--- config.mk ---
export PLATFORM = sky130hd
export DESIGN_NAME = day_advance_ctrl
export DESIGN_NICKNAME = d
export VERILOG_FILES = /design/src/rtl/day_pkg.sv /design/src/rtl/rise_edge_det.sv /design/src/rtl/day_advance_ctrl.sv
export SDC_FILE = /design/constraint.sdc
export NUM_CORES = 1
export LEC_CHECK = 0
export BUFFER_PORTS_ARGS = -buffer_cell sky130_fd_sc_hd__buf_2
export CAP_MARGIN = 20
export CORE_AREA = 8 8 45 47
export CTS_BUF_LIST = sky130_fd_sc_hd__clkbuf_8
export DETAILED_ROUTE_END_ITERATION = 6
export DIE_AREA = 0 0 53 55
export PLACE_DENSITY_LB_ADDON = 0.1
export SLEW_MARGIN = 40
export SYNTH_ARGS = -nofsm -noshare
export SYNTH_HDL_FRONTEND = slang
export SYNTH_HIERARCHICAL = 1
export SYNTH_SLANG_ARGS = --single-unit
export TNS_END_PERCENT = 1
--- constraint.sdc ---
create_clock -name clk -period 1.8 [get_ports clk]
set_input_delay 0.27 -clock clk [delete_from_list [all_inputs] [get_ports clk]]
set_output_delay 0.27 -clock clk [all_outputs]
set_load 0.05 [all_outputs]
--- src/rtl/day_pkg.sv ---
// -----------------------------------------------------------------------------
// day_pkg
// Purpose : shared types and helpers for the day-of-week stage of the alarm
//           clock time chain.
// Contents: DAYS_PER_WEEK, weekday_e enum, day_idx_t (default-width day index),
//           day_next / day_prev wrap helpers (width-agnostic, int based so a
//           parametrised caller can cast back to its own index width).
// -----------------------------------------------------------------------------
package day_pkg;

  localparam int unsigned DAYS_PER_WEEK = 7;
  localparam int unsigned DAY_W_DEF     = 3;

  typedef enum logic [DAY_W_DEF-1:0] {
    SUN = 3'd0,
    MON = 3'd1,
    TUE = 3'd2,
    WED = 3'd3,
    THU = 3'd4,
    FRI = 3'd5,
    SAT = 3'd6
  } weekday_e;

  typedef logic [DAY_W_DEF-1:0] day_idx_t;

  // Forward step with wrap n_days-1 -> 0
  function automatic int unsigned day_next(input int unsigned d,
                                           input int unsigned n_days);
    return (d == n_days - 1) ? 0 : d + 1;
  endfunction

  // Backward step with wrap 0 -> n_days-1
  function automatic int unsigned day_prev(input int unsigned d,
                                           input int unsigned n_days);
    return (d == 0) ? n_days - 1 : d - 1;
  endfunction

  // True when a forward step from d wraps the week
  function automatic logic day_wraps(input int unsigned d,
                                     input int unsigned n_days);
    return (d == n_days - 1);
  endfunction

endpackage : day_pkg

--- src/rtl/rise_edge_det.sv ---
// -----------------------------------------------------------------------------
// rise_edge_det
// Purpose : rising-edge detector on an already synchronised, debounced level.
//           History resets to 1 so a level held high through reset yields no
//           pulse until it is released and asserted again.
// Ports   : clk       in  system clock
//           reset     in  asynchronous active-high reset
//           i_level   in  input level
//           o_pulse_c out combinational pulse: i_level & ~previous level
// -----------------------------------------------------------------------------
module rise_edge_det (
  input  logic clk,
  input  logic reset,
  input  logic i_level,
  output logic o_pulse_c
);

  logic r_prev;

  // Level history, updated every cycle
  always_ff @(posedge clk or posedge reset) begin
    if (reset) begin
      r_prev <= 1'b1;
    end else begin
      r_prev <= i_level;
    end
  end

  assign o_pulse_c = i_level & ~r_prev;

endmodule : rise_edge_det

--- src/rtl/day_advance_ctrl.sv ---
// -----------------------------------------------------------------------------
// day_advance_ctrl
// Purpose : day-of-week counter of the alarm clock time chain. Advances on the
//           cascade carry (enable & all lower-stage thresholds) or on a rising
//           edge of the increment button; decrement button, direct load, wrap
//           pulse and alarm-day match.
// Ports   : clk            in  system clock
//           reset          in  asynchronous active-high reset
//           enable         in  cascade enable from the time base
//           thresh         in  [N_THRESH] lower-stage threshold flags
//           push_increment in  increment button level
//           push_decrement in  decrement button level
//           set_valid      in  one-cycle load qualifier for set_day
//           set_day        in  [DAY_W] value to load
//           alarm_day_mask in  [N_DAYS] per-day alarm enable
//           day            out [DAY_W] current day index (registered)
//           day_enable     out pulse: day advanced (registered)
//           week_wrap      out pulse: forward wrap N_DAYS-1 -> 0 (registered)
//           set_err        out pulse: set_day out of range, load ignored
//           day_match      out alarm_day_mask[day] (combinational from day)
// Notes   : one action per cycle, priority load > forward > backward. A load
//           coincident with a carry swallows the carry; the time base must not
//           load at a rollover.
// -----------------------------------------------------------------------------
module day_advance_ctrl
  import day_pkg::*;
#(
  parameter int unsigned N_THRESH  = 3,
  parameter int unsigned N_DAYS    = DAYS_PER_WEEK,
  parameter int unsigned DAY_W     = DAY_W_DEF,
  parameter int unsigned DAY_RESET = 0
) (
  input  logic                clk,
  input  logic                reset,
  input  logic                enable,
  input  logic [N_THRESH-1:0] thresh,
  input  logic                push_increment,
  input  logic                push_decrement,
  input  logic                set_valid,
  input  logic [DAY_W-1:0]    set_day,
  input  logic [N_DAYS-1:0]   alarm_day_mask,
  output logic [DAY_W-1:0]    day,
  output logic                day_enable,
  output logic                week_wrap,
  output logic                set_err,
  output logic                day_match
);

  // Mask widened to the full index range so any DAY_W index is in bounds
  localparam int unsigned MASK_W = 1 << DAY_W;

  logic [DAY_W-1:0]  r_day;
  logic              r_day_enable;
  logic              r_week_wrap;
  logic              r_set_err;

  logic              w_carry;
  logic              w_inc_evt;
  logic              w_dec_evt;
  logic              w_fwd;
  logic              w_set_ok;
  logic [MASK_W-1:0] w_mask_ext;

  // Button edge detectors
  rise_edge_det u_inc_edge (
    .clk       (clk),
    .reset     (reset),
    .i_level   (push_increment),
    .o_pulse_c (w_inc_evt)
  );

  rise_edge_det u_dec_edge (
    .clk       (clk),
    .reset     (reset),
    .i_level   (push_decrement),
    .o_pulse_c (w_dec_evt)
  );

  // Rollover carry from the lower stages; carry and button merge into one step
  assign w_carry  = enable & (&thresh);
  assign w_fwd    = w_carry | w_inc_evt;
  assign w_set_ok = (32'(set_day) < N_DAYS);

  // Day register and pulse outputs; pulses default low every cycle
  always_ff @(posedge clk or posedge reset) begin
    if (reset) begin
      r_day        <= DAY_W'(DAY_RESET);
      r_day_enable <= 1'b0;
      r_week_wrap  <= 1'b0;
      r_set_err    <= 1'b0;
    end else begin
      r_day_enable <= 1'b0;
      r_week_wrap  <= 1'b0;
      r_set_err    <= 1'b0;
      if (set_valid) begin
        if (w_set_ok) begin
          r_day <= set_day;
        end else begin
          r_set_err <= 1'b1;
        end
      end else if (w_fwd) begin
        r_day        <= DAY_W'(day_next(32'(r_day), N_DAYS));
        r_day_enable <= 1'b1;
        r_week_wrap  <= day_wraps(32'(r_day), N_DAYS);
      end else if (w_dec_evt) begin
        // inc_evt already routed to the forward branch, so this is dec only
        r_day <= DAY_W'(day_prev(32'(r_day), N_DAYS));
      end
    end
  end

  assign w_mask_ext = MASK_W'(alarm_day_mask);

  assign day        = r_day;
  assign day_enable = r_day_enable;
  assign week_wrap  = r_week_wrap;
  assign set_err    = r_set_err;
  assign day_match  = w_mask_ext[r_day];

endmodule : day_advance_ctrl

# [Word-level counts from Yosys, hierarchy flattened]
# Index checks and enable logic that the tools add are counted.
[op_classes] add_sub_neg=2 reduce_logical=4 n_eq_ne=2 bitwise=6 n_mux=14 n_lt_le_gt_ge=2
[ops] operator="2-to-1 mux 3 bit" count=6
[ops] operator="2-to-1 mux 1 bit" count=7
[ops] operator="< comparator 3 x 4 -> 1 bit, second input constant" count=1
[ops] operator="adder 3 x 1 -> 3 bit, second input constant" count=1
[ops] operator="bitwise AND 1 bit" count=3
[ops] operator="binary-select mux 1 bit (select 3 bit)" count=1
[ops] operator="equality test 3 bit, second input constant" count=1
[ops] operator="logical NOT 3 bit" count=1
[ops] operator="< comparator 3 bit, second input constant" count=1
[ops] operator="AND reduction 3 bit" count=1
[ops] operator="nonzero test 3 bit" count=1
[ops] operator="subtractor 3 x 1 -> 3 bit, second input constant" count=1
[ops] operator="!= test 2 x 1 -> 1 bit, second input constant" count=1
[ops] operator="NOT 1 bit" count=2
[ops] operator="AND reduction 2 bit" count=1
[ops] operator="bitwise OR 1 bit" count=1
[totals] inputBits=19 out_inout_bits=7 regBits=8 word_cells=36

# [Logic depth before layout (Yosys ltp)]
[depth] ltp_word=5 ltp_mapped=6 ltp_nobuf=6

# [Hierarchy]
# The synthesis kept the hierarchy.
[modules_own_cells] module="day_advance_ctrl" seq_area_each_um2=150.1 area_each_um2=460.4 n_inst=1 cells_each=51
[modules_own_cells] module="rise_edge_det" seq_area_each_um2=26.3 area_each_um2=43.8 n_inst=2 cells_each=3

# [Least setup slack after synthesis]
# Ideal clock, no wire load.
[synth_path] path_kind="register -> output" from="register r_day[2], in the netlist day[2]" to="output day_match" path_buffers=1 t_arrival_ns=1.807 stages_incl_launch_ff=6 required_ns=1.530 slack_ns=-0.277 path_cell_list="dfrtp_1 -> buf_4 -> mux2i_1 -> nor2_1 -> a31oi_1 -> o21ai_1"
[synth_between] elab_chain_len=2
[synth_rtl] item="start: declaration" line="day_advance_ctrl.sv:52" rtl="logic [DAY_W-1:0] r_day;"
[synth_rtl] item="start signal: assignment" line="day_advance_ctrl.sv:87" rtl="r_day <= DAY_W'(DAY_RESET);"
[synth_rtl] item="start signal: assignment" line="day_advance_ctrl.sv:97" rtl="r_day <= set_day;"
[synth_rtl] item="start signal: assignment" line="day_advance_ctrl.sv:102" rtl="r_day <= DAY_W'(day_next(32'(r_day), N_DAYS));"
[synth_rtl] item="binary-select mux 1 bit (select 3 bit)" line="day_advance_ctrl.sv:118" rtl="assign day_match = w_mask_ext[r_day];"
[synth_rtl] item="2-to-1 mux 1 bit (not written as such)" line="day_advance_ctrl.sv:118"
[synth_rtl] item="end: declaration" line="day_advance_ctrl.sv:46" rtl="output logic day_match"
# No other way between the ends. The select of a mux whose other input is x is not followed.

# [Worst setup path after layout]
[layout_path] from="register r_day[0], in the netlist day[0]" to="output day_match"
# The elaborated chain is that of the path after synthesis.

==> out/results.ini <==
[run_status]
status=complete, no violations

[yosys]
synth_ff_type=dfrtp_1
yosysWarnings=6
synth_area_um2=548
syn_inst=57
synth-async-reset-ratio_pct=100
yosysSeqAreaShare_pct=37.0
synth_cell_types=26
yosysTopAreaCellShare_pct=27.4
avgSynthCellArea_um2=9.61
synth.area.top_cells=dfrtp_1 27%, ha_1 11%, dfstp_2 9.6%
synth_fp_nets=81
synth_top_area_cell=dfrtp_1
ys_ff_latch=8
synth_edf_count=0

[timing]
finalSetupTns_ns=0
setup_viol_count_final=0
slew_headroom_pct=81.5
tightest_slew_ns=0.274
fin_ws_ns=0.0643
final_hold_viol_count=0
fmax_mhz=576
min_period_ns=1.74
timing.final.crit_share_pct=96.4
slew_violations=0
grt_setup_unrepaired=no
fin_skew_ns=0.00627

[clocking]
clock-sinks=8
htreeDepth=1
cts_tree=yes
clk_pin_slew_ns=0.04
cts_buffers=3
insertion_delay_ns=0.23
cts-root-buf=clkbuf_8
clockBufferDepth=2
cts.repair.resized=0

[die]
io_pins=26
num_rows=14
core_area_um2=1380
initial_core_util_pct=39.6
die_area_um2=2920
die_x_um=53
fp.dieH_um=55

[finish]
final_cell_mix=25 x buf_2, 9 x inv_1, 7 x nor2_1, 5 x ha_1, 5 x dfrtp_1
multi_input_area_um2=319
nFillCells=140
area_growth_pct=40.2
diodes=0
final_layout_size_suffix_gt1_share_pct=44.3
layout.nets=113
layout_commonest_cell=buf_2
register_area_um2=204
final_util_pct=55.5

[worst_setup_path]
cp_top_family=multiplexers
crit_slowest_cell=mux4_2
slowest_delay_ns=0.48
ff2ff_setup_slack_ns=0.26
critPathMaxFanout=2
worstSetupPathType=reg -> out
cp-start-kind=flip-flop
cp.required_ns=1.53
cp.arrival_ns=1.47
end_kind=primary output
path_cells=mux4_2 > nand2_1 > o21ai_4 > buf_2
crit_buf_inv=1

[grt]
antenna_found_initial=0
grt_use_met1_pct=11.7
grtUsageTotal_pct=10.9
grt_pass1_wl_um=2260
grt_max_degree=10
grt_busiest_layer=met2
grtUsageMet3_pct=5.88
met2_usage_pct=16.0
grt_pass1_vias=519
overflow=0

[drt]
antenna_left=0
vias_per_cell=4.96
wl_per_cell_um=13.3
vias=516
drc=0
drt_iter0_drc=5
routed_wirelength_um=1390
first_pass_iters=4

[placed_design]
io_buffer_count=25
hpwl_um=1100
place_ws_ns=0.196
gp_congestion=0.789

[pwr]
vdd_drop_max_v=0.000477
p_leak_uw=0.000406
powerDensity_nw_per_um2=931
power.total_uw=715

[worst_hold_path]
hold_path.class=in -> reg

[job]
max-cap-violations=0

## report_power, final
part | internal, uW | switching, uW | total [uW]
logic | 103 | 173 | 276
clock network | 148 | 75.8 | 224
registers | 199 | 16.8 | 216
total | 450 | 265 | 715
## stage by stage
stage	hold WS, ns	cells	instance area, um^2
6_report	0.153	104	768
5_1_grt	0.147	104	768
4_1_cts	0.149	104	768
3_5_place_dp	0.226	98	706
3_3_place_gp	0.221	98	706
2_1_floorplan	0.0609	57	561
## kinds of logic after synthesis
group           Yosys count  share of synthesized area (%)
flops                     8                           37.0
compound gates           18                           22.6
buf+inv                   9                           6.85
fa+ha+maj                 5                           11.4
mux                       2                           5.94
simple gates             15                           16.2
## timing repair
action / in CTS / in global routing
hold buffers: 1 / 0
setup endpoints to repair: 1 / 0
hold endpoints to repair: 6 / 0
setup buffers: 1 / 0
## path summary, 6_finish.rpt
path	depth (start not counted)	from	to
max in group asynchronous	3	reset	day[0]
min in group asynchronous	3	reset	day[2]
max reg2reg	7	day[0]	day[2]
min	1	push_increment	u_inc_edge/r_prev
max	4	day[0]	day_match
min reg2reg	3	u_inc_edge/r_prev	day_enable
## sequential cells by signal, summed over array words and instances (netlist names)
register,count
day,3
day_enable,1
set_err,1
u_dec_edge/r_prev,1
u_inc_edge/r_prev,1
week_wrap,1
## per-layer routing
layer,wire length [um],share of wire (%)
met1,569,41
met2,640,46
met4,38,2.7
met3,138,10
met5,0,0
## cells in the mapped netlist (2+ instances only)
library cell  n
o22ai_1       2
dfstp_2       2
nor2b_4       2
ha_1          5
nor2_1        7
o21ai_1       2
nand2_1       2
dfrtp_1       6
a21oi_1       3
inv_1         8
a31oi_1       3
## final cells by class
cell class,instances,area share [%]
multi-input cells,40,41.5
clock inverters,1,0.489
repair buffers,28,19.5
well taps,16,2.61
flip-flops and latches,8,26.5
clock buffers,3,5.37
inverters,8,3.91
Note: power is estimated with default switching activity, not from simulation.
